--- src/rtl/prog_sequencer.sv ---
// Run-control sequencer for the 9-bit core: gates PC advance and write enables,
// stretches loads by LOAD_LAT wait cycles, halts on STOP and keeps perf counters.
module prog_sequencer #(
   parameter int CNT_W    = 16,
   parameter int LOAD_LAT = 1
) (
   input  logic             Clk,
   input  logic             Reset,
   input  logic             Start,
   input  logic             StopDec,
   input  logic             LoadDec,
   input  logic             StoreDec,
   input  logic             RegWrDec,
   input  logic             BranchDec,
   input  logic             BranchCond,
   output logic             PCInit,
   output logic             PCEn,
   output logic             BranchTake,
   output logic             RegWrEn,
   output logic             MemWrEn,
   output logic             Done,
   output logic [CNT_W-1:0] CycleCnt,
   output logic [CNT_W-1:0] InstrCnt
);

   typedef enum logic [2:0] {
      IDLE,
      ARM,
      RUN,
      LWAIT,
      DONE
   } state_t;

   localparam bit               HAS_LAT   = (LOAD_LAT > 0);
   localparam logic [2:0]       WAIT_INIT = HAS_LAT ? 3'(LOAD_LAT - 1) : 3'd0;
   localparam logic [CNT_W-1:0] CNT_MAX   = '1;

   state_t           state_q, state_d;
   logic [2:0]       wait_q, wait_d;
   logic [CNT_W-1:0] cyc_q, cyc_d;
   logic [CNT_W-1:0] ins_q, ins_d;

   always_ff @(posedge Clk or negedge Reset) begin
      if (!Reset) begin
         state_q <= IDLE;
         wait_q  <= 3'd0;
         cyc_q   <= '0;
         ins_q   <= '0;
      end else begin
         state_q <= state_d;
         wait_q  <= wait_d;
         cyc_q   <= cyc_d;
         ins_q   <= ins_d;
      end
   end

   // Start always wins in RUN/LWAIT so a restart can never commit a write.
   always_comb begin
      state_d    = state_q;
      wait_d     = wait_q;
      PCInit     = 1'b0;
      PCEn       = 1'b0;
      BranchTake = 1'b0;
      RegWrEn    = 1'b0;
      MemWrEn    = 1'b0;
      Done       = 1'b0;
      case (state_q)
         IDLE: begin
            if (Start) state_d = ARM;
         end
         ARM: begin
            PCInit = 1'b1;
            if (!Start) state_d = RUN;
         end
         RUN: begin
            if (Start) begin
               state_d = ARM;
            end else if (StopDec) begin
               state_d = DONE;
            end else if (LoadDec && HAS_LAT) begin
               state_d = LWAIT;
               wait_d  = WAIT_INIT;
            end else begin
               PCEn       = 1'b1;
               RegWrEn    = RegWrDec;
               MemWrEn    = StoreDec;
               BranchTake = BranchDec & BranchCond;
            end
         end
         LWAIT: begin
            if (Start) begin
               state_d = ARM;
            end else if (wait_q == 3'd0) begin
               RegWrEn = 1'b1;
               PCEn    = 1'b1;
               state_d = RUN;
            end else begin
               wait_d = wait_q - 3'd1;
            end
         end
         DONE: begin
            Done = 1'b1;
            if (Start) state_d = ARM;
         end
         default: state_d = IDLE;
      endcase
   end

   // Counters clear while armed and saturate rather than wrap.
   always_comb begin
      cyc_d = cyc_q;
      ins_d = ins_q;
      if (state_q == ARM) begin
         cyc_d = '0;
         ins_d = '0;
      end else begin
         if ((state_q == RUN || state_q == LWAIT) && cyc_q != CNT_MAX) cyc_d = cyc_q + 1'b1;
         if (PCEn && ins_q != CNT_MAX) ins_d = ins_q + 1'b1;
      end
   end

   assign CycleCnt = cyc_q;
   assign InstrCnt = ins_q;

endmodule

--- config.mk ---
export PLATFORM = sky130hd
export DESIGN_NAME = prog_sequencer
export DESIGN_NICKNAME = d
export VERILOG_FILES = /design/src/rtl/prog_sequencer.sv
export SDC_FILE = /design/constraint.sdc
export NUM_CORES = 1
export LEC_CHECK = 0
export BUFFER_PORTS_ARGS = -buffer_cell sky130_fd_sc_hd__buf_4
export CAP_MARGIN = 10
export CELL_PAD_IN_SITES_DETAIL_PLACEMENT = 2
export CELL_PAD_IN_SITES_GLOBAL_PLACEMENT = 2
export CORE_ASPECT_RATIO = 1.4
export CORE_UTILIZATION = 30
export DETAILED_ROUTE_END_ITERATION = 10
export PLACE_DENSITY_LB_ADDON = 0.1
export SLEW_MARGIN = 5
export SYNTH_ARGS = -nofsm -noshare
export SYNTH_HDL_FRONTEND = slang
export SYNTH_SLANG_ARGS = --single-unit
--- constraint.sdc ---
create_clock -name Clk -period 2.5 [get_ports Clk]
set_input_delay 0.125 -clock Clk [delete_from_list [all_inputs] [get_ports Clk]]
set_output_delay 0.125 -clock Clk [all_outputs]
set_load 0.05 [all_outputs]
==> flow_summary.yaml, run 1 <==
outcome:
  status: "finished, final reports clean"
routing:
  wl_um: 7240
  drcViolationCount: 0
  postRouteAntennaNets: 0
  routedWlPerCell_um: 18.5
  drt-vias-per-instance: 5.65
  drtIter0Drc: 54
  firstDrtPassIters: 4
  num_vias: 2216
power_and_ir_drop:
  p_clk_share_pct: 35.1
  power.share.sequential_pct: 49.0
  ir_worst_vdd_v: 0.000230
  p_int_mw: 0.913
  power.density_mw_per_mm2: 471
  comb_power_share_pct: 15.8
  sw_frac_of_total_pct: 31.2
  power_mw: 1.33
  p_leak_nw: 1.30
  power_switching_mw: 0.415
worst_setup_path:
  r2r_end: "InstrCnt[3]$_DFFE_PN0P_"
  cp-start-kind: "register"
  cpPeakStageDelay_ns: 0.53
  slowest_stage: "dfrtp_1"
  path_delay_family: "simple AND/OR/NAND/NOR gates"
  ff2ff_setup_slack_ns: 0.51
  cp_cell_sequence: "nor4b_2 > o21ai_2 > buf_4 > or4_1 > a21oi_1"
  crit_path_end_kind: "register"
  worst-setup-path-type: "register to register"
  crit_end: "InstrCnt[3]$_DFFE_PN0P_"
  timing.rr.start: "state_q[1]$_DFFE_PN0P_"
  r2r_cells: 5
  path_depth: 5
  cp.buffers_inverters: 1
  cp_data_arrival_time_ns: 2.23
  crit_fanout: 14
  crit_required_ns: 2.74
  startpoint: "state_q[1]$_DFFE_PN0P_"
global_routing:
  grtUsageTotal_pct: 20.1
  grt_remaining_overflow: 0
  grt_max_degree: 39
  grt_pass1_wl_um: 12000
  grt_pass1_vias: 2431
  antenna_found_initial: 0
finish:
  post_layout_nonfiller_instances: 392
  final_common_cell: "buf_4"
  area_delta_synth_final_pct: 23.7
  final_cell_mix: "55 x buf_4, 38 x dfrtp_1, 22 x nand2_1, 22 x nand3_1, 13 x a21oi_1"
  drive_gt1_share_pct: 24.1
  antenna_cells: 0
  layout.nets: 307
  final_core_util_pct: 38.3
floorplanning:
  start_util_pct: 31.0
  dieWidth_um: 75.7
  die_h_um: 105
  fp.coreArea_mm2: 0.00736
  io_pins: 47
  die_area_mm2: 0.00796
  placementRows: 37
logic_synthesis:
  yosys_warnings: 0
  mappedNetlistArea_mm2: 0.00228
  synth-seq-cells: 38
  synth_cell_types: 43
  synth_edf_count: 0
  ys_seq_area_share_pct: 41.7
  synth.avg_cell_area_um2: 9.30
  synth_flop_cell: "dfrtp_1"
  syn_inst: 245
  async_flop_share_pct: 100
  syn_nets: 258
timing:
  tightest_slew_ns: 0.663
  slew_viol_final: 0
  min_period_over_period_pct: 79.6
  hold_viol: 0
  rsz0062_at_grt: "no"
  finalSetupViolations: 0
  clock.fmax_ghz: 0.503
  skew_ns: 0.0100
  finalCriticalPeriod_ns: 1.99
  slew_headroom_pct: 55.8
  setup_tns_ns: 0
  hold_slack_ns: 0.0227
clock_tree:
  numCtsBuffers: 5
  cts-root-buf: "clkbuf_8"
  clock_sinks: 38
  path_clk_slew_ns: 0.08
  cts_max_level: 2
  cts_setup_buffers: 0
  clockBufferDepth: 2
  tritoncts: "yes"
  hold_buffers: 1
  cts_resized: 0
  clk_latency_ns: 0.31
placement:
  placedCellCount: 383
  globalplace.congestion: 0.703
  dp.final_hpwl_um: 5230
  io_buffers: 46
hold_path:
  hp-class: "input port to register"
flow_run:
  maxCapViolCount: 0
## synthesized netlist by cell type (5+ instances only)
cell type,number,area [µm²]
dfrtp_1,38,951
nand2_1,22,82.6
nand3_1,22,110
a21oi_1,13,65.1
and3_1,12,75.1
nand4_1,12,75.1
o21ai_0,11,55.1
or4_1,11,82.6
and4_1,9,78.8
o31ai_1,8,60.1
nor2_1,7,26.3
mux2i_1,6,60.1
and2_1,5,31.3
buf_6,5,56.3
clkbuf_1,5,18.8
nor3_1,5,25.0
o211ai_1,5,37.5
## how the worst min path moves through the flow
stage	startpoint	endpoint	cells after the start
floorplan	Reset	CycleCnt[0]$_DFFE_PN0P_	0
finish	Start	state_q[2]$_DFFE_PN0P_	2
CTS	Start	state_q[2]$_DFFE_PN0P_	2
global route	Start	state_q[2]$_DFFE_PN0P_	2
detailed placement	Reset	InstrCnt[2]$_DFFE_PN0P_	1
global placement	Reset	InstrCnt[10]$_DFFE_PN0P_	1
## final cells by class
cell class,count,area (µm²)
Clock buffer,7,86.3
Clock inverter,1,5.00
Fill cell,846,4540
Inverter,6,22.5
Multi-Input combinational cell,187,1210
Sequential cell,38,951
Tap cell,97,121
Timing Repair Buffer,56,423
## per-stage QoR
stage          worst slack, ns  cell area [µm²]
2_1_floorplan            0.374             2280
3_3_place_gp             0.502             2720
3_5_place_dp             0.489             2720
4_1_cts                  0.475             2820
5_1_grt                  0.327             2820
6_report                 0.510             2820
## per-layer routing
metal / vias to the layer above / part of all wire [%] / GRT usage [%]
li1: 1038 / - / -
met1: 1135 / 39 / 21.2
met2: 36 / 57 / 37.8
met3: 7 / 3.2 / 3.47
met4: 0 / 1.4 / 7.28
met5: - / 0 / 0
## cells by family after synthesis
kind of cell    count (synthesis)  share of synthesized area (%)
simple gates                  122                           31.7
compound gates                 51                           14.9
flops                          38                           41.7
buf+inv                        20                           5.16
mux                             7                           3.13
fa+ha+maj                       4                           2.20
xor+xnor                        3                           1.15
## sequential cells by signal, indices dropped and copies added, names as in the netlist
register,count
state_q,3
InstrCnt,16
CycleCnt,16
wait_q,3
## power by group through the flow
stage	clock network [mW]	registers (mW)	logic (mW)
2_1_floorplan	0	0.692	0.0904
4_1_cts	0.480	0.651	0.215
3_5_place_dp	0	0.663	0.213
6_report	0.466	0.651	0.210
3_3_place_gp	0	0.661	0.211
5_1_grt	0.505	0.653	0.227
Power figures use the tool's default switching activity.
==> run 2: changes to the inputs <==
Settings changed: ABC_AREA set to 1, CORE_UTILIZATION 30 to 27.
Clock period 2.5 ns to 1.81 ns, I/O delays scaled along.
==> run 2 against run 1 <==
  * The flow now finishes with violations (design-rule violations)
  * Sequential share of layout area fell by 5.7 points
  * Critical path type is now register to primary output
  * Largest power group is now combinational cells
  * Sequential power increased by 53%
  * Clock skew is 0.0017 ns lower
==> flow_summary.yaml, run 2 <==
finish:
  final_core_util_pct: 37.3
  antenna_cells: 0
  post_layout_nonfiller_instances: 566
  final_cell_mix: "128 x nand2_1, 71 x nand3_1, 70 x buf_4"
  area_delta_synth_final_pct: 32.9
  final_common_cell: "nand2_1"
  layout.nets: 471
  drive_gt1_share_pct: 24.6
clock_tree:
  tritoncts: "yes"
  numCtsBuffers: 5
  clk_latency_ns: 0.29
  clock_sinks: 38
  path_clk_slew_ns: 0.06
  cts-root-buf: "clkbuf_16"
  clockBufferDepth: 2
  cts_max_level: 2
global_routing:
  grtUsageTotal_pct: 19.4
  grt_pass1_wl_um: 14800
  grt_pass1_vias: 3047
  grt_max_degree: 39
  antenna_found_initial: 0
  grt_remaining_overflow: 0
placement:
  dp.final_hpwl_um: 6690
  placedCellCount: 556
  io_buffers: 46
  globalplace.congestion: 0.722
worst_setup_path:
  crit_path_end_kind: "primary output"
  crit_fanout: 3
  worst-setup-path-type: "register to primary output"
  cp-start-kind: "register"
  crit_required_ns: 1.72
  r2r_cells: 9
  ff2ff_setup_slack_ns: 0.17
  cp_data_arrival_time_ns: 1.61
  timing.rr.start: "InstrCnt[0]$_DFFE_PN0P_"
  r2r_end: "InstrCnt[1]$_DFFE_PN0P_"
logic_synthesis:
  ys_seq_area_share_pct: 37.1
  synth_edf_count: 0
  synth_xor_area_share_pct: 1.02
  synth_flop_cell: "dfrtp_1"
  syn_inst: 385
  synth.top_cells.by_area: "dfrtp_1 37%, nand2_1 19%, nand3_1 14%"
  synth_mux_area_share_pct: 0
  yosys-top-cells-count: "130 x nand2_1, 71 x nand3_1, 41 x nor2_1, 38 x dfrtp_1, 37 x inv_1"
  synth.top_cell.area_share_pct: 37.1
  yosys.area.top_type: "dfrtp_1"
  synth_cell_types: 24
  synth.avg_cell_area_um2: 6.66
  async_flop_share_pct: 100
  synth_compound_area_share_pct: 4.83
  yosys.cell_count.top_type: "nand2_1"
  mappedNetlistArea_mm2: 0.00256
  yosys_warnings: 0
  yosys.area_share.simple_pct: 45.8
  synth-seq-cells: 38
  synth_top_family_by_area: "simple AND/OR/NAND/NOR gates"
  synthAdderAreaFrac_pct: 1.95
  syn_nets: 398
routing:
  postRouteAntennaNets: 0
  wl_um: 8940
  routedWlPerCell_um: 15.8
  drcViolationCount: 2
  num_vias: 2813
  drt-vias-per-instance: 4.97
  drtIter0Drc: 52
  firstDrtPassIters: 7
floorplanning:
  start_util_pct: 28.1
  io_pins: 47
  dieWidth_um: 84.4
  die_area_mm2: 0.00989
  die_h_um: 117
  fp.coreArea_mm2: 0.00913
  placementRows: 41
hold_path:
  min_to: "state_q[2]$_DFFE_PN0P_"
  hp-class: "input port to register"
  hold_start: "StopDec"
  hold_depth: 3
power_and_ir_drop:
  power.density_mw_per_mm2: 958
  comb_power_share_pct: 41.6
  p_int_mw: 1.88
  power.share.sequential_pct: 30.5
  sw_frac_of_total_pct: 42.4
  ir_worst_vdd_v: 0.000414
  power_switching_mw: 1.38
  p_leak_nw: 1.84
  p_clk_share_pct: 28.0
timing:
  skew_ns: 0.00830
  hold_slack_ns: 0.0725
  min_period_over_period_pct: 94.1
  clock.fmax_ghz: 0.587
  finalCriticalPeriod_ns: 1.70
  tightest_slew_ns: 0.560
  slew_headroom_pct: 62.7
  hold_viol: 0
  finalSetupViolations: 0
  slew_viol_final: 0
outcome:
  failed_checks: "design-rule violations"
  status: "finished with violations"
flow_run:
  maxCapViolCount: 0
run 2: cell count changes after synthesis, moves of 6 or more:
cell     change
nand2_1    +108
nand3_1     +49
nor2_1      +34
inv_1       +33
and3_1      -12
or4_1       -11
and4_1       -9
inv_2        +8
o31ai_1      -8
a21oi_1      -6
mux2i_1      -6
run 2: cell families (layout without fill, tap and decap cells):
group | count (synthesis) | count (layout)
xor+xnor | 3 | 3
fa+ha+maj | 4 | 4
flops | 38 | 38
buf+inv | 55 | 129
compound gates | 20 | 20
simple gates | 265 | 265
run 2: critical path: stages (launching register included):
cell and delay (ns):
dfrtp_1 0.38, inv_2 0.06, ha_1 0.14, ha_2 0.18, nand2_2 0.07, nor2_4 0.14, nor2_4 0.07, nor2_2 0.12
buf_6 0.16
run 2: final cells by class:
type | count | area, µm²
Fill cell | 1131 | 5720
Multi-Input combinational cell | 292 | 1410
Sequential cell | 38 | 956
Timing Repair Buffer | 74 | 587
Inverter | 47 | 176
Clock buffer | 7 | 143
Tap cell | 107 | 134
Clock inverter | 1 | 5.00
run 2: worst max-delay path by stage:
stage | from | to | slack, ns | depth (start not counted)
final | wait_q[0]$_DFFE_PN0P_ | RegWrEn | 0.11 | 8
after global routing | wait_q[0]$_DFFE_PN0P_ | RegWrEn | -0.003 | 8
after CTS | wait_q[0]$_DFFE_PN0P_ | RegWrEn | 0.03 | 8
after detailed placement | CycleCnt[0]$_DFFE_PN0P_ | CycleCnt[2]$_DFFE_PN0P_ | -0.07 | 8
after global placement | CycleCnt[0]$_DFFE_PN0P_ | CycleCnt[2]$_DFFE_PN0P_ | 0.02 | 8
after floorplan | wait_q[0]$_DFFE_PN0P_ | RegWrEn | 0.06 | 7
run 2: repair_timing:
action | in CTS | in global routing
endpoints found under the setup margin | 15 | 17
resized for setup | 4 | 6
pin swaps | 0 | 2
hold buffers | 1 | 0
buffers inserted | 0 | 1
hold endpoints to repair | 38 | 0
run 2: layer usage:
metal,track usage [%],vias to the layer above,part of all wire [%]
met2,39.4,36,56
li1,-,1370,-
met3,3.30,11,2.6
met1,20.3,1396,40
met4,6.21,0,1.9
met5,0,-,0
run 2: metrics by stage:
stage / TNS (ns) / instance area, µm² / power (mW) / setup slack [ns]
after CTS: 0 / 3380 / 3.32 / 0.0286
after global routing: -0.00407 / 3410 / 3.46 / -0.00252
after floorplan: 0 / 2570 / 1.87 / 0.0575
after detailed placement: -0.577 / 3210 / 2.37 / -0.0745
final: 0 / 3410 / 3.26 / 0.107
after global placement: 0 / 3210 / 2.33 / 0.0241
run 2: power groups by stage:
stage                     sequential (mW)  combinational [mW]  clock (mW)
after floorplan                      1.14               0.732           0
after global placement               1.00                1.33           0
after detailed placement             1.01                1.36           0
after CTS                           0.996                1.38       0.948
after global routing                 1.01                1.47       0.979
final                               0.995                1.36       0.913
==> run 3: changes to the inputs <==
Settings changed: ABC_AREA 1 to unset, CORE_UTILIZATION 27 to 30.
==> run 3 against run 2 <==
  * Design area grew 1.5%
  * The run ends with negative setup slack left
  * Sequential power shrank 10%
  * Count of clock-buffer cells in the layout is the same
  * Largest power group is now registers
  * Critical endpoint is now PCEn
  * Clock skew grew 0.0040 ns
  * Fmax shrank 8.1%
  * Largest cell class unchanged
  * Critical path depth is the same
  * Final cell count shrank 22%
==> flow_summary.yaml, run 3 (same netlist as run 1, synthesis figures left out) <==
finish:
  design_area_mm2: 0.00346
  final_cell_mix: "87 x buf_4, 25 x dfrtp_2, 22 x nand2_1"
  area_delta_synth_final_pct: 51.8
  antenna_cells: 0
  drive_gt1_share_pct: 51.0
  layout.nets: 355
  final_common_cell: "buf_4"
  final_core_util_pct: 47.0
floorplanning:
  fp.coreArea_mm2: 0.00736
  die_h_um: 105
  io_pins: 47
  placementRows: 37
  start_util_pct: 31.0
  die_area_mm2: 0.00796
  dieWidth_um: 75.7
power_and_ir_drop:
  comb_power_share_pct: 21.5
  p_leak_nw: 1.54
  p_clk_share_pct: 32.4
  p_int_mw: 1.35
  power_mw: 1.94
  power.density_mw_per_mm2: 562
  power.share.sequential_pct: 46.1
  power_switching_mw: 0.598
  ir_worst_vdd_v: 0.000417
  sw_frac_of_total_pct: 30.8
global_routing:
  grtUsageTotal_pct: 22.2
  antenna_found_initial: 0
  grt_remaining_overflow: 0
  grt_pass1_vias: 2713
  grt_pass1_wl_um: 13500
  grt_max_degree: 39
worst_setup_path:
  r2r_cells: 10
  r2r_end: "InstrCnt[6]$_DFFE_PN0P_"
  crit_fanout: 5
  crit_path_end_kind: "primary output"
  worst-setup-path-type: "register to primary output"
  cp-start-kind: "register"
  cp_data_arrival_time_ns: 1.76
  timing.rr.start: "wait_q[0]$_DFFE_PN0P_"
  crit_required_ns: 1.72
  ff2ff_setup_slack_ns: -0.04
clock_tree:
  clockBufferDepth: 2
  cts-root-buf: "clkbuf_8"
  cts_max_level: 2
  tritoncts: "yes"
  clock_sinks: 38
  numCtsBuffers: 5
  clk_latency_ns: 0.29
  path_clk_slew_ns: 0.08
timing:
  min_period_over_period_pct: 102
  hold_viol: 0
  clock.fmax_ghz: 0.539
  setup_ws_ns: -0.0437
  tightest_slew_ns: 0.530
  rsz0062_at_grt: "yes"
  slew_headroom_pct: 64.6
  slew_viol_final: 0
  skew_ns: 0.0123
  finalSetupViolations: 7
  finalCriticalPeriod_ns: 1.85
  hold_slack_ns: 0.0136
routing:
  drtIter0Drc: 73
  drcViolationCount: 0
  drt-vias-per-instance: 5.57
  wl_um: 8600
  firstDrtPassIters: 4
  routedWlPerCell_um: 19.6
  postRouteAntennaNets: 0
  num_vias: 2451
placement:
  globalplace.congestion: 0.747
  dp_slack_ns: -0.193
  io_buffers: 46
  dp.final_hpwl_um: 5760
  place_area_mm2: 0.00307
outcome:
  status: "finished with violations"
  failed_checks: "negative setup slack"
hold_path:
  min_to: "state_q[2]$_DFFE_PN0P_"
  hold_depth: 2
  hp-class: "input port to register"
  hold_start: "Start"
flow_run:
  maxCapViolCount: 0
[run 3: worst max-delay path by stage]
stage / startpoint / to / slack (ns) / depth (start not counted)
floorplan: InstrCnt[1]$_DFFE_PN0P_ / InstrCnt[7]$_DFFE_PN0P_ / -0.05 / 7
global placement: wait_q[0]$_DFFE_PN0P_ / InstrCnt[14]$_DFFE_PN0P_ / -0.11 / 8
detailed placement: wait_q[0]$_DFFE_PN0P_ / InstrCnt[14]$_DFFE_PN0P_ / -0.19 / 8
CTS: wait_q[0]$_DFFE_PN0P_ / InstrCnt[9]$_DFFE_PN0P_ / -0.16 / 9
global route: wait_q[0]$_DFFE_PN0P_ / InstrCnt[6]$_DFFE_PN0P_ / -0.12 / 10
finish: wait_q[0]$_DFFE_PN0P_ / PCEn / -0.04 / 8
[run 3: per-layer routing]
layer | vias to the layer above | routed length [µm] | global-route usage [%] | part of all wire [%]
li1 | 1134 | - | - | -
met1 | 1261 | 3310 | 23.4 | 38
met2 | 46 | 4980 | 43.9 | 58
met3 | 10 | 203 | 2.51 | 2.4
met4 | 0 | 110 | 5.42 | 1.3
met5 | - | 0 | 0 | 0
[run 3: what timing repair did]
action | CTS | global route
cloned | 0 | 1
buffers inserted | 9 | 3
endpoints found under the setup margin | 19 | 25
hold endpoints to repair | 38 | 0
gates resized for setup | 25 | 24
pin swaps | 15 | 10
hold buffers | 1 | 0
[run 3: final cells by class]
cell class	instances	area [µm²]
Timing Repair Buffer	103	857
Inverter	6	25.0
Tap cell	97	121
Clock inverter	1	5.00
Clock buffer	7	86.3
Fill cell	772	3900
Sequential cell	38	982
Multi-Input combinational cell	188	1380
[run 3: stage by stage]
step	TNS, ns	std cells
6_report	-0.223	440
5_1_grt	-0.970	440
2_1_floorplan	-0.288	245
4_1_cts	-0.611	436
3_5_place_dp	-1.54	418
3_3_place_gp	-0.583	418
[run 3: power groups by stage]
stage | combinational, mW | clock [mW] | sequential [mW]
after floorplan | 0.132 | 0 | 0.964
after global placement | 0.360 | 0 | 0.910
after detailed placement | 0.372 | 0 | 0.912
after CTS | 0.403 | 0.652 | 0.895
after global routing | 0.447 | 0.674 | 0.897
final | 0.418 | 0.630 | 0.895
[run 3: critical path, cell delays in order (launching register included)]
cell and delay [ns]:
dfrtp_1 0.37, inv_2 0.05, ha_4 0.16, ha_4 0.15, and3_4 0.15, o21ai_4 0.23, inv_4 0.08, buf_6 0.14
buf_8 0.14
